`src/rtl/vfu_result_wb_arbiter_if.sv`:
```
// Result write-back bundle between the vector functional units, the
// write-back arbiter and the VRF bank write port.
//   master : FU / VRF side (drives FU requests + payloads and vrf_gnt_i)
//   slave  : arbiter side (drives FU grants, VRF request/payload, acks, busy)
// ALU and MFPU ports carry {req, id, addr, wdata, be} in and gnt out;
// the VRF port carries {req, addr, wdata, be, id, src} out and gnt in;
// wb_ack_valid_o/wb_ack_id_o report each retired word; busy_o flags
// outstanding work.
interface vfu_result_wb_arbiter_if #(
  parameter int unsigned VAddrWidth = 10,
  parameter int unsigned DataWidth  = 64,
  parameter int unsigned NrVInsn    = 8
);
  localparam int unsigned VidWidth = (NrVInsn > 1) ? $clog2(NrVInsn) : 1;
  localparam int unsigned BeWidth  = DataWidth / 8;

  logic                  alu_result_req_i;
  logic [VidWidth-1:0]   alu_result_id_i;
  logic [VAddrWidth-1:0] alu_result_addr_i;
  logic [DataWidth-1:0]  alu_result_wdata_i;
  logic [BeWidth-1:0]    alu_result_be_i;
  logic                  alu_result_gnt_o;

  logic                  mfpu_result_req_i;
  logic [VidWidth-1:0]   mfpu_result_id_i;
  logic [VAddrWidth-1:0] mfpu_result_addr_i;
  logic [DataWidth-1:0]  mfpu_result_wdata_i;
  logic [BeWidth-1:0]    mfpu_result_be_i;
  logic                  mfpu_result_gnt_o;

  logic                  vrf_req_o;
  logic [VAddrWidth-1:0] vrf_addr_o;
  logic [DataWidth-1:0]  vrf_wdata_o;
  logic [BeWidth-1:0]    vrf_be_o;
  logic [VidWidth-1:0]   vrf_id_o;
  logic                  vrf_src_o;
  logic                  vrf_gnt_i;

  logic                  wb_ack_valid_o;
  logic [VidWidth-1:0]   wb_ack_id_o;
  logic                  busy_o;

  modport master (
    output alu_result_req_i, alu_result_id_i, alu_result_addr_i,
           alu_result_wdata_i, alu_result_be_i,
    input  alu_result_gnt_o,
    output mfpu_result_req_i, mfpu_result_id_i, mfpu_result_addr_i,
           mfpu_result_wdata_i, mfpu_result_be_i,
    input  mfpu_result_gnt_o,
    input  vrf_req_o, vrf_addr_o, vrf_wdata_o, vrf_be_o, vrf_id_o, vrf_src_o,
    output vrf_gnt_i,
    input  wb_ack_valid_o, wb_ack_id_o, busy_o
  );

  modport slave (
    input  alu_result_req_i, alu_result_id_i, alu_result_addr_i,
           alu_result_wdata_i, alu_result_be_i,
    output alu_result_gnt_o,
    input  mfpu_result_req_i, mfpu_result_id_i, mfpu_result_addr_i,
           mfpu_result_wdata_i, mfpu_result_be_i,
    output mfpu_result_gnt_o,
    output vrf_req_o, vrf_addr_o, vrf_wdata_o, vrf_be_o, vrf_id_o, vrf_src_o,
    input  vrf_gnt_i,
    output wb_ack_valid_o, wb_ack_id_o, busy_o
  );
endinterface

```
`src/rtl/vfu_result_wb_arbiter.sv`:
```
// Arbitrates ALU and MFPU result words onto a single VRF write port.
// Each source has its own FifoDepth-entry FIFO; a two-state output FSM
// (IDLE/REQ) presents the head of the round-robin selected FIFO and holds
// it stable until the VRF grants. Every VRF transfer is acknowledged one
// cycle later with the word's instruction id.
// Ports:
//   clk_i  - clock, rising edge
//   rst_i  - asynchronous active-high reset
//   bus    - slave side of vfu_result_wb_arbiter_if (FU, VRF, ack, busy)
module vfu_result_wb_arbiter #(
  parameter int unsigned VAddrWidth = 10,
  parameter int unsigned DataWidth  = 64,
  parameter int unsigned NrVInsn    = 8,
  parameter int unsigned FifoDepth  = 2
) (
  input logic                    clk_i,
  input logic                    rst_i,
  vfu_result_wb_arbiter_if.slave bus
);
  localparam int unsigned VidWidth   = (NrVInsn > 1) ? $clog2(NrVInsn) : 1;
  localparam int unsigned BeWidth    = DataWidth / 8;
  localparam int unsigned EntryWidth = VidWidth + VAddrWidth + DataWidth + BeWidth;
  localparam int unsigned PtrWidth   = $clog2(FifoDepth);
  localparam int unsigned CntWidth   = $clog2(FifoDepth + 1);
  localparam int unsigned NrSrc      = 2;

  typedef enum logic {IDLE = 1'b0, REQ = 1'b1} state_e;
  typedef logic [EntryWidth-1:0] entry_t;

  entry_t              mem_q      [NrSrc][FifoDepth];
  logic [PtrWidth-1:0] wptr_q     [NrSrc];
  logic [PtrWidth-1:0] rptr_q     [NrSrc];
  logic [CntWidth-1:0] cnt_q      [NrSrc];
  logic [CntWidth-1:0] cnt_n      [NrSrc];
  logic                req        [NrSrc];
  logic                gnt        [NrSrc];
  logic                full       [NrSrc];
  logic                pop        [NrSrc];
  logic                nonempty_n [NrSrc];
  entry_t              wentry     [NrSrc];
  entry_t              head       [NrSrc];

  state_e              state_q, state_n;
  logic                src_q, src_n;
  logic                rr_q, rr_n;
  logic                pick;
  logic                any_n;
  logic                vrf_req;
  logic                xfer;
  entry_t              sel_entry;
  logic                ack_valid_q;
  logic [VidWidth-1:0] ack_id_q;

  function automatic logic [PtrWidth-1:0] ptr_inc(input logic [PtrWidth-1:0] p);
    return (p == PtrWidth'(FifoDepth - 1)) ? '0 : p + PtrWidth'(1);
  endfunction

  assign req[0]    = bus.alu_result_req_i;
  assign req[1]    = bus.mfpu_result_req_i;
  assign wentry[0] = {bus.alu_result_id_i, bus.alu_result_addr_i,
                      bus.alu_result_wdata_i, bus.alu_result_be_i};
  assign wentry[1] = {bus.mfpu_result_id_i, bus.mfpu_result_addr_i,
                      bus.mfpu_result_wdata_i, bus.mfpu_result_be_i};

  assign vrf_req   = (state_q == REQ);
  assign xfer      = vrf_req & bus.vrf_gnt_i;
  assign sel_entry = src_q ? head[1] : head[0];

  // Grant depends only on registered occupancy, so a full FIFO refuses a
  // word even while it is popping in the same cycle.
  always_comb begin
    for (int unsigned s = 0; s < NrSrc; s++) begin
      full[s]       = (cnt_q[s] == CntWidth'(FifoDepth));
      gnt[s]        = req[s] & ~full[s] & ~rst_i;
      pop[s]        = xfer & (src_q == s[0]);
      head[s]       = mem_q[s][rptr_q[s]];
      cnt_n[s]      = cnt_q[s] + CntWidth'(gnt[s]) - CntWidth'(pop[s]);
      nonempty_n[s] = (cnt_n[s] != '0);
    end
  end

  // Arbitration looks at post-edge occupancy so a word pushed this cycle
  // is presented next cycle (1-cycle latency from an idle output).
  always_comb begin
    rr_n    = xfer ? ~src_q : rr_q;
    any_n   = nonempty_n[0] | nonempty_n[1];
    pick    = (nonempty_n[0] & nonempty_n[1]) ? rr_n : nonempty_n[1];
    state_n = state_q;
    src_n   = src_q;
    case (state_q)
      IDLE: begin
        if (any_n) begin
          state_n = REQ;
          src_n   = pick;
        end
      end
      REQ: begin
        if (bus.vrf_gnt_i) begin
          if (any_n) src_n = pick;
          else       state_n = IDLE;
        end
      end
      default: state_n = IDLE;
    endcase
  end

  always_ff @(posedge clk_i or posedge rst_i) begin
    if (rst_i) begin
      state_q     <= IDLE;
      src_q       <= 1'b0;
      rr_q        <= 1'b0;
      ack_valid_q <= 1'b0;
      ack_id_q    <= '0;
      for (int unsigned s = 0; s < NrSrc; s++) begin
        cnt_q[s]  <= '0;
        wptr_q[s] <= '0;
        rptr_q[s] <= '0;
      end
    end else begin
      state_q     <= state_n;
      src_q       <= src_n;
      rr_q        <= rr_n;
      ack_valid_q <= xfer;
      if (xfer) ack_id_q <= sel_entry[EntryWidth-1 -: VidWidth];
      for (int unsigned s = 0; s < NrSrc; s++) begin
        cnt_q[s] <= cnt_n[s];
        if (gnt[s]) wptr_q[s] <= ptr_inc(wptr_q[s]);
        if (pop[s]) rptr_q[s] <= ptr_inc(rptr_q[s]);
      end
    end
  end

  // Storage needs no reset: occupancy counters gate every read.
  always_ff @(posedge clk_i) begin
    for (int unsigned s = 0; s < NrSrc; s++) begin
      if (gnt[s]) mem_q[s][wptr_q[s]] <= wentry[s];
    end
  end

  assign bus.alu_result_gnt_o  = gnt[0];
  assign bus.mfpu_result_gnt_o = gnt[1];
  assign bus.vrf_req_o         = vrf_req;
  assign bus.vrf_src_o         = vrf_req & src_q;
  assign {bus.vrf_id_o, bus.vrf_addr_o, bus.vrf_wdata_o, bus.vrf_be_o} =
      vrf_req ? sel_entry : '0;
  assign bus.wb_ack_valid_o    = ack_valid_q;
  assign bus.wb_ack_id_o       = ack_id_q;
  assign bus.busy_o            = (cnt_q[0] != '0) | (cnt_q[1] != '0) | ack_valid_q;
endmodule

```
`src/flat_wrapper.sv`:
```
// flat-port wrapper written by rule: the top's interface ports become plain ports
module vfu_result_wb_arbiter_flat 
#(
  parameter int unsigned VAddrWidth = 10,
  parameter int unsigned DataWidth  = 64,
  parameter int unsigned NrVInsn    = 8,
  parameter int unsigned FifoDepth  = 2
)
  (clk_i, rst_i, bus_alu_result_req_i, bus_alu_result_id_i, bus_alu_result_addr_i, bus_alu_result_wdata_i, bus_alu_result_be_i, bus_alu_result_gnt_o, bus_mfpu_result_req_i, bus_mfpu_result_id_i, bus_mfpu_result_addr_i, bus_mfpu_result_wdata_i, bus_mfpu_result_be_i, bus_mfpu_result_gnt_o, bus_vrf_req_o, bus_vrf_addr_o, bus_vrf_wdata_o, bus_vrf_be_o, bus_vrf_id_o, bus_vrf_src_o, bus_vrf_gnt_i, bus_wb_ack_valid_o, bus_wb_ack_id_o, bus_busy_o);
  vfu_result_wb_arbiter_if #(.VAddrWidth(VAddrWidth), .DataWidth(DataWidth), .NrVInsn(NrVInsn)) bus_i ();
  input logic clk_i;
  input logic rst_i;
  input wire logic [$bits(bus_i.alu_result_req_i)-1:0] bus_alu_result_req_i;
  input wire logic [$bits(bus_i.alu_result_id_i)-1:0] bus_alu_result_id_i;
  input wire logic [$bits(bus_i.alu_result_addr_i)-1:0] bus_alu_result_addr_i;
  input wire logic [$bits(bus_i.alu_result_wdata_i)-1:0] bus_alu_result_wdata_i;
  input wire logic [$bits(bus_i.alu_result_be_i)-1:0] bus_alu_result_be_i;
  output wire logic [$bits(bus_i.alu_result_gnt_o)-1:0] bus_alu_result_gnt_o;
  input wire logic [$bits(bus_i.mfpu_result_req_i)-1:0] bus_mfpu_result_req_i;
  input wire logic [$bits(bus_i.mfpu_result_id_i)-1:0] bus_mfpu_result_id_i;
  input wire logic [$bits(bus_i.mfpu_result_addr_i)-1:0] bus_mfpu_result_addr_i;
  input wire logic [$bits(bus_i.mfpu_result_wdata_i)-1:0] bus_mfpu_result_wdata_i;
  input wire logic [$bits(bus_i.mfpu_result_be_i)-1:0] bus_mfpu_result_be_i;
  output wire logic [$bits(bus_i.mfpu_result_gnt_o)-1:0] bus_mfpu_result_gnt_o;
  output wire logic [$bits(bus_i.vrf_req_o)-1:0] bus_vrf_req_o;
  output wire logic [$bits(bus_i.vrf_addr_o)-1:0] bus_vrf_addr_o;
  output wire logic [$bits(bus_i.vrf_wdata_o)-1:0] bus_vrf_wdata_o;
  output wire logic [$bits(bus_i.vrf_be_o)-1:0] bus_vrf_be_o;
  output wire logic [$bits(bus_i.vrf_id_o)-1:0] bus_vrf_id_o;
  output wire logic [$bits(bus_i.vrf_src_o)-1:0] bus_vrf_src_o;
  input wire logic [$bits(bus_i.vrf_gnt_i)-1:0] bus_vrf_gnt_i;
  output wire logic [$bits(bus_i.wb_ack_valid_o)-1:0] bus_wb_ack_valid_o;
  output wire logic [$bits(bus_i.wb_ack_id_o)-1:0] bus_wb_ack_id_o;
  output wire logic [$bits(bus_i.busy_o)-1:0] bus_busy_o;
  assign bus_i.alu_result_req_i = bus_alu_result_req_i;
  assign bus_i.alu_result_id_i = bus_alu_result_id_i;
  assign bus_i.alu_result_addr_i = bus_alu_result_addr_i;
  assign bus_i.alu_result_wdata_i = bus_alu_result_wdata_i;
  assign bus_i.alu_result_be_i = bus_alu_result_be_i;
  assign bus_alu_result_gnt_o = bus_i.alu_result_gnt_o;
  assign bus_i.mfpu_result_req_i = bus_mfpu_result_req_i;
  assign bus_i.mfpu_result_id_i = bus_mfpu_result_id_i;
  assign bus_i.mfpu_result_addr_i = bus_mfpu_result_addr_i;
  assign bus_i.mfpu_result_wdata_i = bus_mfpu_result_wdata_i;
  assign bus_i.mfpu_result_be_i = bus_mfpu_result_be_i;
  assign bus_mfpu_result_gnt_o = bus_i.mfpu_result_gnt_o;
  assign bus_vrf_req_o = bus_i.vrf_req_o;
  assign bus_vrf_addr_o = bus_i.vrf_addr_o;
  assign bus_vrf_wdata_o = bus_i.vrf_wdata_o;
  assign bus_vrf_be_o = bus_i.vrf_be_o;
  assign bus_vrf_id_o = bus_i.vrf_id_o;
  assign bus_vrf_src_o = bus_i.vrf_src_o;
  assign bus_i.vrf_gnt_i = bus_vrf_gnt_i;
  assign bus_wb_ack_valid_o = bus_i.wb_ack_valid_o;
  assign bus_wb_ack_id_o = bus_i.wb_ack_id_o;
  assign bus_busy_o = bus_i.busy_o;
  vfu_result_wb_arbiter #(.VAddrWidth(VAddrWidth), .DataWidth(DataWidth), .NrVInsn(NrVInsn), .FifoDepth(FifoDepth)) u_core (.clk_i(clk_i), .rst_i(rst_i), .bus(bus_i));
endmodule
```
`config.mk`:
```
export PLATFORM = sky130hd
export DESIGN_NAME = vfu_result_wb_arbiter_flat
export DESIGN_NICKNAME = d
export VERILOG_FILES = /design/src/rtl/vfu_result_wb_arbiter_if.sv /design/src/rtl/vfu_result_wb_arbiter.sv /design/src/flat_wrapper.sv
export SDC_FILE = /design/constraint.sdc
export NUM_CORES = 1
export LEC_CHECK = 0
export BUFFER_PORTS_ARGS = -buffer_cell sky130_fd_sc_hd__buf_4
export CAP_MARGIN = 20
export CORE_MARGIN = 3
export CORE_UTILIZATION = 30
export CTS_CLUSTER_DIAMETER = 150
export CTS_CLUSTER_SIZE = 12
export DETAILED_ROUTE_END_ITERATION = 10
export REMOVE_ABC_BUFFERS = 1
export SLEW_MARGIN = 20
export SYNTH_ARGS = -nofsm -noshare
export SYNTH_HDL_FRONTEND = slang
export SYNTH_SLANG_ARGS = --single-unit
export TNS_END_PERCENT = 50
```
`constraint.sdc`:
```
create_clock -name clk_i -period 6.3 [get_ports clk_i]
set_input_delay 1.89 -clock clk_i [delete_from_list [all_inputs] [get_ports clk_i]]
set_output_delay 1.89 -clock clk_i [all_outputs]
set_load 0.03 [all_outputs]
```
==> run_results.csv <==
group,metric,value,unit
min_path,hold_path_end,"u_core.rr_q",
sta,finalSetupViolCount,0,
yosys,netlist_instances,792,
clock_network,h-tree-depth,2,
sta,worst_slew_margin_rel,27.4,%
final_layout,syn2layout_area_growth,25.7,%
yosys,ys_warn_count,0,
sta,max_slew_violations,0,
critical_path,worst_r2r_endpoint,"u_core.src_q",
clock_network,clk_transition_reported_paths,0.06,ns
clock_network,cts_post_setup_buffers_inserted,0,
floorplanning,floorplan.core_area,46700,um2
detailed_routing,drc_errors,0,
sta,worst_pin_slew,1.09,ns
clock_network,numCtsBuffers,35,
global_routing,grt_antenna_before_repair,1,
floorplanning,placement_rows,79,
floorplanning,die_width,223,um
floorplanning,initial_core_utilization,30.4,%
clock_network,cts-root-buf,"sky130_fd_sc_hd__clkbuf_16",
final_layout,final_cell_mix,"340 x sky130_fd_sc_hd__edfxtp_1, 278 x sky130_fd_sc_hd__buf_4, 85 x sky130_fd_sc_hd__mux2i_1, 85 x sky130_fd_sc_hd__nand2_1, 82 x sky130_fd_sc_hd__o211a_1",
placed_design,routabilityCongestion,0.725,
placed_design,dpl.cell_count,1631,
sta,period_utilization_post_route,80.0,%
critical_path,endpoint_kind_of_the_worst_setup_timing_path,"output pin",
run_status,outcome,"complete, no violations",
run,max-cap-violations,0,
detailed_routing,drt-wirelength-per-cell,19.7,um
sta,grt_setup_unrepaired,"false",
power_and_ir_drop,power_density,489,nW/um2
global_routing,grt_first_pass_wirelength,49.6,mm
detailed_routing,vias,7718,
critical_path,rrSetupSlack,3.54,ns
critical_path,worst-r2r-cell-count,9,
sta,finalCriticalPeriod,5.04,ns
yosys,synthDistinctLibCells,30,
sta,finalClockSkew,0.0263,ns
detailed_routing,route.detailed.vias_per_inst,4.59,
final_layout,layout.cell_area.non_filler,17800,um2
final_layout,layout_commonest_cell,"sky130_fd_sc_hd__edfxtp_1",
critical_path,crit_path_cell_trace,"buf_4 -> inv_1 -> o211ai_1 -> inv_1 -> buf_4",
sta,timing.fmax,0.198,GHz
final_layout,stdcell_count,1682,
global_routing,grt_pass1_vias,8246,
critical_path,startpoint_type,"primary input",
global_routing,maximum_number_of_pins_on_one_net_before_global_route_repair,75,
final_layout,final_nets,1240,
critical_path,category_of_the_critical_setup_timing_path,"primary input to output pin",
floorplanning,ioPinCount,269,
critical_path,worstPathMaxFanout,17,
placed_design,placedInstanceArea,16900,um2
critical_path,highest_cell_delay_on_the_worst_timing_path,0.45,ns
detailed_routing,drt-pass1-iter-count,5,
critical_path,worst_r2r_startpoint,"u_core.bus.vrf_req_o",
placed_design,buffer_ports.inserted,268,
yosys,avgSynthCellArea,17.9,um2
yosys,ys_ff_latch,355,
detailed_routing,ant_nets,0,
final_layout,layout-drive-gt1-share,38.7,%
critical_path,worstPathRequired,4.41,ns
sta,finalHoldViolCount,0,
floorplanning,die_area,49900,um2
detailed_routing,drt_iter0_drc,439,
global_routing,globalRouteOverflowTotal,0,
min_path,timing.hold.worst_path_depth,1,
critical_path,cpMaxStageDelayCell,"sky130_fd_sc_hd__inv_1",
global_routing,gr-usage-all-layers,13.0,%
yosys,synth_sequential_area_ratio,74.6,%
clock_network,clk_lat_worst_skew,0.55,ns
clock_network,cts-resized-gates,0,
final_layout,post_layout_util,38.2,%
placed_design,place_hpwl,20.0,mm
power_and_ir_drop,finalPower,0.00871,W
critical_path,worstPathArrival,3.15,ns
power_and_ir_drop,worst_ir_drop_vdd,0.402,mV
detailed_routing,final_wirelength,33.1,mm
yosys,netlist_area,14200,um2
min_path,holdCritPathClass,"register to register",
power_and_ir_drop,leakagePower,6.88,nW
clock_network,tritoncts,"done",
clock_network,clock_sinks,355,
clock_network,clockBufferDepth,3,
clock_network,cts_hold_buffers,0,
min_path,hold_path_startpoint,"u_core.rr_q",
floorplanning,die_y,223,um
[worst max-delay path: cells and delay by family]
family	cells	cell delay, ns
AOI/OAI and AO/OA	1	0.36
buffers and inverters	4	0.89
[layout make-up]
type	instances	area [um2]
Fill cell	4373	28800
Tap cell	607	759
Inverter	8	30.0
Sequential cell	355	10600
Antenna cell	1	2.50
Multi-Input combinational cell	380	3320
Clock inverter	3	32.5
Timing Repair Buffer	281	2150
Clock buffer	47	942
[worst max path at each step]
| stage | from | end | slack (ns) | depth (start not counted) |
|---|---|---|---|---|
| 6_report | rst_i | bus_mfpu_result_gnt_o | 1.26 | 5 |
| 5_1_grt | rst_i | bus_mfpu_result_gnt_o | 1.10 | 5 |
| 3_3_place_gp | rst_i | bus_mfpu_result_gnt_o | 1.23 | 5 |
| 2_1_floorplan | rst_i | u_core.mem_q[0][100] | -0.36 | 3 |
| 3_5_place_dp | rst_i | bus_mfpu_result_gnt_o | 1.21 | 5 |
| 4_1_cts | rst_i | bus_mfpu_result_gnt_o | 1.20 | 5 |
[registers in the layout, indices dropped and copies added, names as in the netlist]
name / flops
u_core.mem_q: 340
u_core.cnt_q: 4
u_core.bus.wb_ack_id_o: 3
u_core.rptr_q: 2
u_core.wptr_q: 2
u_core.bus.vrf_req_o: 1
u_core.bus.wb_ack_valid_o: 1
u_core.rr_q: 1
u_core.src_q: 1
[cell families after synthesis]
| kind of cell | Yosys count | share of synthesized area (%) |
|---|---|---|
| AO/OA/AOI/OAI | 95 | 6.46 |
| XOR/XNOR | 7 | 0.538 |
| adder cells (fa/ha/maj) | 4 | 0.353 |
| buffers and inverters | 57 | 2.12 |
| flip-flops | 355 | 74.6 |
| multiplexers | 170 | 12.9 |
| AND/OR/NAND/NOR | 104 | 2.97 |
[layer usage]
layer	GRT usage [%]	wire length (um)
met1	16.7	14400
met2	21.6	16200
met3	3.18	1590
met4	4.89	884
met5	0	0
[Yosys cell counts]
cell                       instances  area (um2)
sky130_fd_sc_hd__buf_4             5        37.5
sky130_fd_sc_hd__ha_1              4        50.1
sky130_fd_sc_hd__and3_1            1        6.26
sky130_fd_sc_hd__buf_8             1        15.0
sky130_fd_sc_hd__buf_6             5        56.3
sky130_fd_sc_hd__mux2i_1          85         851
sky130_fd_sc_hd__buf_1             4        15.0
sky130_fd_sc_hd__buf_2            12        60.1
sky130_fd_sc_hd__inv_1             8        30.0
sky130_fd_sc_hd__mux2_4            7         105
sky130_fd_sc_hd__nor3_1            3        15.0
sky130_fd_sc_hd__xnor2_1           4        35.0
sky130_fd_sc_hd__and2_1            6        37.5
sky130_fd_sc_hd__o211ai_1          2        15.0
sky130_fd_sc_hd__a211oi_2          3        37.5
sky130_fd_sc_hd__nor2b_1           4        25.0
sky130_fd_sc_hd__o21ai_0           3        15.0
sky130_fd_sc_hd__a21oi_1           3        15.0
sky130_fd_sc_hd__nor2_1            5        18.8
sky130_fd_sc_hd__xor2_1            2        17.5
sky130_fd_sc_hd__nand2_1          85         319
sky130_fd_sc_hd__a21o_1            1        7.51
sky130_fd_sc_hd__xor3_1            1        23.8
sky130_fd_sc_hd__dfrtp_1          15         375
sky130_fd_sc_hd__o21ai_1           1        5.00
sky130_fd_sc_hd__o211a_1          82         821
sky130_fd_sc_hd__edfxtp_1        340       10200
sky130_fd_sc_hd__mux2_2           78         878
sky130_fd_sc_hd__clkbuf_4          1        7.51
sky130_fd_sc_hd__clkbuf_1         21        78.8
[metrics by stage]
step                hold slack (ns)  TNS, ns  setup WS, ns
floorplan                     0.451   -60.58        -0.356
global placement              0.463        0          1.23
detailed placement            0.471        0          1.21
CTS                           0.485        0          1.20
global route                  0.510        0          1.10
finish                        0.481        0          1.26
[power by group]
group          leakage, nW  internal, W  switching (W)  total, W
sequential            3.28      0.00295       0.000387   0.00334
clock                0.468      0.00104       0.000847   0.00189
combinational         3.13      0.00150        0.00199   0.00348
Note: power is estimated with default switching activity, not from simulation.
